[config.mk]
export PLATFORM = sky130hd
export DESIGN_NAME = writeback_unit_flat
export DESIGN_NICKNAME = d
export VERILOG_FILES = /design/src/rtl/writeback_unit_if.sv /design/src/rtl/writeback_unit.sv /design/src/flat_wrapper.sv
export SDC_FILE = /design/constraint.sdc
export NUM_CORES = 1
export LEC_CHECK = 0
export BUFFER_PORTS_ARGS = -buffer_cell sky130_fd_sc_hd__buf_2
export CORE_MARGIN = 2
export CORE_UTILIZATION = 46
export CTS_CLUSTER_SIZE = 40
export DETAILED_ROUTE_END_ITERATION = 7
export PLACE_DENSITY = 0.76
export SYNTH_ARGS = -nofsm -noshare
export SYNTH_HDL_FRONTEND = slang
export SYNTH_SLANG_ARGS = --single-unit
export TNS_END_PERCENT = 10
[constraint.sdc]
create_clock -name clock -period 1.7 [get_ports clock]
set_input_delay 0.34 -clock clock [delete_from_list [all_inputs] [get_ports clock]]
set_output_delay 0.34 -clock clock [all_outputs]
set_load 0.02 [all_outputs]
[src/rtl/writeback_unit_if.sv]
// Shared writeback types and the memory-stage / register-file bundle.
// The package lives here so the interface and the unit both see it first.
package writeback_pkg;
    localparam int XLEN = 32;

    typedef logic [4:0] rv_reg_t;

    typedef struct packed {
        logic            enable;
        rv_reg_t         which_register;
        logic [XLEN-1:0] value;
    } reg_write_control_t;

    typedef enum logic [1:0] {
        K_NONE = 2'd0,
        K_ALU  = 2'd1,
        K_LOAD = 2'd2,
        K_RSVD = 2'd3
    } wb_kind_e;
endpackage

interface writeback_unit_if #(
    parameter int CNT_WIDTH = 64
);
    import writeback_pkg::*;

    logic                 in_valid;
    logic                 in_ready;
    logic [1:0]           in_kind;
    rv_reg_t              in_rd;
    logic [XLEN-1:0]      in_alu_value;
    logic [2:0]           in_funct3;
    logic [1:0]           in_addr_lo;
    logic                 mem_rdata_valid;
    logic [XLEN-1:0]      mem_rdata;
    reg_write_control_t   write_control;
    logic                 pending_load_valid;
    rv_reg_t              pending_load_rd;
    logic                 load_fault;
    logic [CNT_WIDTH-1:0] retired_count;

    modport master (
        output in_valid, in_kind, in_rd, in_alu_value,
        output in_funct3, in_addr_lo,
        output mem_rdata_valid, mem_rdata,
        input  in_ready, write_control,
        input  pending_load_valid, pending_load_rd,
        input  load_fault, retired_count
    );

    modport slave (
        input  in_valid, in_kind, in_rd, in_alu_value,
        input  in_funct3, in_addr_lo,
        input  mem_rdata_valid, mem_rdata,
        output in_ready, write_control,
        output pending_load_valid, pending_load_rd,
        output load_fault, retired_count
    );
endinterface

[src/rtl/writeback_unit.sv]
// Writeback stage: retires ALU results and loads into the register file,
// extracting/extending load data and tracking pending loads and retirements.
module writeback_unit
    import writeback_pkg::*;
#(
    parameter int LOAD_TIMEOUT = 16,
    parameter int CNT_WIDTH    = 64
) (
    input logic              clock,
    input logic              reset,
    writeback_unit_if.slave  wb
);
    typedef enum logic {IDLE, WAIT_LOAD} state_e;

    state_e               state_q, state_d;
    reg_write_control_t   wc_q, wc_d;
    rv_reg_t              rd_q, rd_d;
    logic [2:0]           f3_q, f3_d;
    logic [1:0]           alo_q, alo_d;
    logic [7:0]           tmo_q, tmo_d;
    logic                 fault_q, fault_d;
    logic [CNT_WIDTH-1:0] cnt_q, cnt_d;

    logic accept;
    logic legal_f3;

    function automatic logic [XLEN-1:0] extract(
        input logic [2:0]      f3,
        input logic [1:0]      lo,
        input logic [XLEN-1:0] w
    );
        logic [7:0]  b;
        logic [15:0] h;
        b = w[8*lo +: 8];
        h = w[16*lo[1] +: 16];
        unique case (1'b1)
            (f3 == 3'd0): extract = {{24{b[7]}}, b};
            (f3 == 3'd1): extract = {{16{h[15]}}, h};
            (f3 == 3'd4): extract = {24'd0, b};
            (f3 == 3'd5): extract = {16'd0, h};
            default:      extract = w;
        endcase
    endfunction

    assign accept   = wb.in_valid && (state_q == IDLE);
    assign legal_f3 = wb.in_funct3 inside {3'd0, 3'd1, 3'd2, 3'd4, 3'd5};

    always_comb begin
        state_d = state_q;
        wc_d    = '0;
        rd_d    = rd_q;
        f3_d    = f3_q;
        alo_d   = alo_q;
        tmo_d   = tmo_q;
        fault_d = fault_q;
        cnt_d   = cnt_q;
        unique case (state_q)
            IDLE: begin
                if (accept) begin
                    unique case (wb.in_kind)
                        K_ALU: begin
                            wc_d.enable         = (wb.in_rd != '0);
                            wc_d.which_register = wb.in_rd;
                            wc_d.value          = wb.in_alu_value;
                            cnt_d               = cnt_q + CNT_WIDTH'(1);
                        end
                        K_LOAD: begin
                            if (legal_f3) begin
                                rd_d    = wb.in_rd;
                                f3_d    = wb.in_funct3;
                                alo_d   = wb.in_addr_lo;
                                tmo_d   = '0;
                                state_d = WAIT_LOAD;
                            end else begin
                                fault_d = 1'b1;
                                cnt_d   = cnt_q + CNT_WIDTH'(1);
                            end
                        end
                        default: cnt_d = cnt_q + CNT_WIDTH'(1);
                    endcase
                end
            end
            WAIT_LOAD: begin
                // A response always beats the timeout in the same cycle.
                if (wb.mem_rdata_valid) begin
                    wc_d.enable         = (rd_q != '0);
                    wc_d.which_register = rd_q;
                    wc_d.value          = extract(f3_q, alo_q, wb.mem_rdata);
                    cnt_d               = cnt_q + CNT_WIDTH'(1);
                    tmo_d               = '0;
                    state_d             = IDLE;
                end else if (tmo_q == 8'(LOAD_TIMEOUT - 1)) begin
                    fault_d = 1'b1;
                    tmo_d   = '0;
                    state_d = IDLE;
                end else begin
                    tmo_d = tmo_q + 8'd1;
                end
            end
            default: state_d = IDLE;
        endcase
    end

    always_ff @(posedge clock or negedge reset) begin
        if (!reset) begin
            state_q <= IDLE;
            wc_q    <= '0;
            rd_q    <= '0;
            f3_q    <= '0;
            alo_q   <= '0;
            tmo_q   <= '0;
            fault_q <= 1'b0;
            cnt_q   <= '0;
        end else begin
            state_q <= state_d;
            wc_q    <= wc_d;
            rd_q    <= rd_d;
            f3_q    <= f3_d;
            alo_q   <= alo_d;
            tmo_q   <= tmo_d;
            fault_q <= fault_d;
            cnt_q   <= cnt_d;
        end
    end

    assign wb.in_ready           = (state_q == IDLE);
    assign wb.pending_load_valid = (state_q == WAIT_LOAD);
    assign wb.pending_load_rd    = (state_q == WAIT_LOAD) ? rd_q : '0;
    assign wb.write_control      = wc_q;
    assign wb.load_fault         = fault_q;
    assign wb.retired_count      = cnt_q;
endmodule

[src/flat_wrapper.sv]
// flat-port wrapper written by rule: the top's interface ports become plain ports
module writeback_unit_flat import writeback_pkg::*;
#(
    parameter int LOAD_TIMEOUT = 16,
    parameter int CNT_WIDTH    = 64
)
  (clock, reset, wb_in_valid, wb_in_kind, wb_in_rd, wb_in_alu_value, wb_in_funct3, wb_in_addr_lo, wb_mem_rdata_valid, wb_mem_rdata, wb_in_ready, wb_write_control, wb_pending_load_valid, wb_pending_load_rd, wb_load_fault, wb_retired_count);
  writeback_unit_if #(.CNT_WIDTH(CNT_WIDTH)) wb_i ();
  input logic clock;
  input logic reset;
  input wire logic [$bits(wb_i.in_valid)-1:0] wb_in_valid;
  input wire logic [$bits(wb_i.in_kind)-1:0] wb_in_kind;
  input wire logic [$bits(wb_i.in_rd)-1:0] wb_in_rd;
  input wire logic [$bits(wb_i.in_alu_value)-1:0] wb_in_alu_value;
  input wire logic [$bits(wb_i.in_funct3)-1:0] wb_in_funct3;
  input wire logic [$bits(wb_i.in_addr_lo)-1:0] wb_in_addr_lo;
  input wire logic [$bits(wb_i.mem_rdata_valid)-1:0] wb_mem_rdata_valid;
  input wire logic [$bits(wb_i.mem_rdata)-1:0] wb_mem_rdata;
  output wire logic [$bits(wb_i.in_ready)-1:0] wb_in_ready;
  output wire logic [$bits(wb_i.write_control)-1:0] wb_write_control;
  output wire logic [$bits(wb_i.pending_load_valid)-1:0] wb_pending_load_valid;
  output wire logic [$bits(wb_i.pending_load_rd)-1:0] wb_pending_load_rd;
  output wire logic [$bits(wb_i.load_fault)-1:0] wb_load_fault;
  output wire logic [$bits(wb_i.retired_count)-1:0] wb_retired_count;
  assign wb_i.in_valid = wb_in_valid;
  assign wb_i.in_kind = wb_in_kind;
  assign wb_i.in_rd = wb_in_rd;
  assign wb_i.in_alu_value = wb_in_alu_value;
  assign wb_i.in_funct3 = wb_in_funct3;
  assign wb_i.in_addr_lo = wb_in_addr_lo;
  assign wb_i.mem_rdata_valid = wb_mem_rdata_valid;
  assign wb_i.mem_rdata = wb_mem_rdata;
  assign wb_in_ready = wb_i.in_ready;
  assign wb_write_control = wb_i.write_control;
  assign wb_pending_load_valid = wb_i.pending_load_valid;
  assign wb_pending_load_rd = wb_i.pending_load_rd;
  assign wb_load_fault = wb_i.load_fault;
  assign wb_retired_count = wb_i.retired_count;
  writeback_unit #(.LOAD_TIMEOUT(LOAD_TIMEOUT), .CNT_WIDTH(CNT_WIDTH)) u_core (.clock(clock), .reset(reset), .wb(wb_i));
endmodule
==> metrics <==
top-area cell type share of the netlist area=50.5%; share of cells above drive strength 1=55.9%; worst setup path category=register to register; Initial Utilization=47.5%; Rows=41; initial antenna violation count=0; Fin. Hold Viols=0; Reg area=slightly above 3000 µm²; Max VDD drop=~0.65 mV; Arr. time, crit path=2260 ps; Period Utilization, post-route=113%; Post-synth EDFFs=0; Critical-path top delay cell=dfrtp_2; total CTS buffers=17; post-synthesis sequential area ratio=50.5%; drt wl/cell=~18 µm; Avg Inst Size Synth=~11 µm²; DRT Wirelength=19700 µm; Gate power share=approximately a fifth; Setup crit end kind=register; PD cells=926 nW/µm²; die width=~120 µm; Clk Latency, worst-skew pair=420 ps; Hold/Removal Path Class=input pin to register; most numerous cell in the Yosys netlist=dfrtp_1; Max-Cap Viols=0; Routed Antenna Nets=0; Vias=5870; Clock transition at path regs=roughly 60 ps; total congestion overflow=0; data required time of the worst path=2040 ps; failing checks=negative setup slack; final std cells w/o fill=1064; Syn Inst Count=557; Ports=190; Post-layout nets=961; WP buf/inv=3; FMAX=~0.52 GHz; Initial DRC Count=approximately 380; Final min period=1920 ps; Clock Path Buffers=2; vias in the first global route=5827; die height=119 µm; Core Region=12700 µm²; leading area contributor after synthesis=dfrtp_1; ANT cells=0; Yosys cell types=between 50 and 60; Clock Power Share=a little over two fifths; unrepaired setup endpoints after global routing=true; crit path max fanout=5; Internal=6300 µW; pin slew with the least headroom to its limit=638 ps; global-route wire length before repair=~29000 µm; DRC=0; CTS tree=yes; status=finished, violations left; asr flop ratio synth=100%; Detail Placement HPWL=12700 µm; P_sw=about 2400 µW; setup ws final=-221 ps; Final Skew=8.26 ps; largest net degree at the start of global routing=between 70 and 80; pre-CTS setup slack=-329 ps; Flop pwr share=37.9%; post-synth net total=639; Top FF cell, synth=dfrtp_1; area of the multi-input gates=around 3300 µm²; Final Setup Violations=54; Pre-antenna DRT Iters=5; clk sinks=122; crit-path cells=nand4_4 > nor4_4 > buf_4 > nand4_1 > buf_6 > buf_12 > nor4_2 > xor2_1; Ys Warns=0; Slew headroom=57.5%; Post-Place Cells=1011; Post-Syn Area=a little over 6000 µm²; leakage power=0.00500 µW; Net Sw Frac=27.5%; synth top area cells=dfrtp_1 (50%), xor2_1 (6.1%), nand2_1 (4.2%), mux2_2 (3.4%), xnor2_1 (3.3%); CP max stage delay=about 380 ps; full die area=14100 µm²; crit path launch type=register; flops & latches, synth=122; htree depth=4; delay-heaviest family, CP=simple AND/OR/NAND/NOR gates; FILL cells=~850; Pins Over Slew Limit=0; commonest cells in the netlist=dfrtp_1 (122), nand2_1 (67), xor2_1 (42), nor2_1 (26), o21ai_0 (24); P&R area growth vs syn=55.1%; Post-Route Setup TNS=-4700 ps; detailed-route vias per instance=~5.5; Total GRT Usage=25.9%; port bufs=189; routability congestion estimate=0.885; Clock Tree Root=clkbuf_16
## cell type report
cell class	instances	area share [%]
Multi-Input combinational cell	389	34.7
Sequential cell	122	33.0
Timing Repair Buffer	326	22.7
Clock buffer	23	5.10
Tap cell	172	2.29
Clock inverter	9	1.28
Inverter	23	0.920
## power by group through the flow
stage	Sequential, µW	Clock [µW]	Combinational, µW
finish	3290	3650	1740
global route	3310	3820	1870
CTS	3290	3670	1640
detailed placement	3330	0	1590
global placement	3320	0	1550
floorplan	3510	0	628
## path summary, 6_finish.rpt
path | start | to | slack (ps) | cells past startpoint
min in group asynchronous | reset | u_core.wb.write_control[13] | 500 | 3
min | wb_in_alu_value[3] | u_core.wb.write_control[3] | 120 | 3
max reg2reg | u_core.wb.retired_count[14] | u_core.wb.retired_count[56] | -220 | 8
max in group asynchronous | reset | u_core.wb.pending_load_valid | 700 | 3
max | u_core.wb.retired_count[14] | u_core.wb.retired_count[56] | -220 | 8
min reg2reg | u_core.wb.retired_count[63] | u_core.wb.retired_count[63] | 470 | 1
## logic make-up (layout without fill, tap and decap cells)
group	Yosys count	count (layout)	share of synthesized area, %
AO/OA/AOI/OAI	79	79	10.3
XOR/XNOR	65	65	9.41
adder cells (fa/ha/maj)	2	2	0.414
buffers and inverters	46	381	3.31
flip-flops	122	122	50.5
multiplexers	20	20	3.89
AND/OR/NAND/NOR	223	223	22.2
## through the flow
step | utilization, % | instance area, µm² | power, µW | hold WS [ps]
detailed placement | 63.5 | 8080 | 4920 | 401
floorplan | - | 6110 | 4140 | 44.4
global placement | 63.5 | 8080 | 4870 | 405
CTS | 70.5 | 8970 | 8600 | 111
global route | 73.7 | 9380 | 9000 | 115
finish | 73.7 | 9380 | 8680 | 122
## registers in the layout (all words and copies together), names as in the netlist
name	count
u_core.f3_q	3
u_core.alo_q	2
u_core.wb.load_fault	1
u_core.tmo_q	8
u_core.rd_q	5
u_core.wb.retired_count	64
u_core.wb.write_control	38
u_core.wb.pending_load_valid	1
## repair_timing
item                                    in CTS  in global routing
pin swaps                                   18                 42
hold buffers                                 1                  0
buffers inserted                             5                 11
gates cloned                                 2                  2
endpoints found under the hold margin       78                  0
endpoints found under the setup margin      82                 86
gates resized for setup                     37                 56
## routing by layer
metal  part of all wire [%]  up-vias  global-route usage [%]
met5                      0        -                       0
met3                    5.8       74                    5.65
met1                     40     2903                    32.7
li1                       -     2640                       -
met4                    4.3        0                    12.7
met2                     50      253                    42.2
## placed cells by master (no fill, tap or decap), drive strengths merged, types with 11 or more instances in the layout
cell,count
nor2,26
nand2b,11
nor4,20
nand4,20
nor3,22
dfrtp,122
inv,23
clkbuf,25
mux2,18
nand2,68
o21ai,25
buf,323
a221o,16
nand3,23
xnor2,23
xor2,42
## worst reg2reg max path: stages, from the launching register on
cell and delay, ps:
dfrtp_2 380, nand4_4 120, nor4_4 290, buf_4 150
nand4_1 90, buf_6 170, buf_12 140, nor4_2 300
xor2_1 200
No activity file was read; power rests on OpenSTA's default activity.
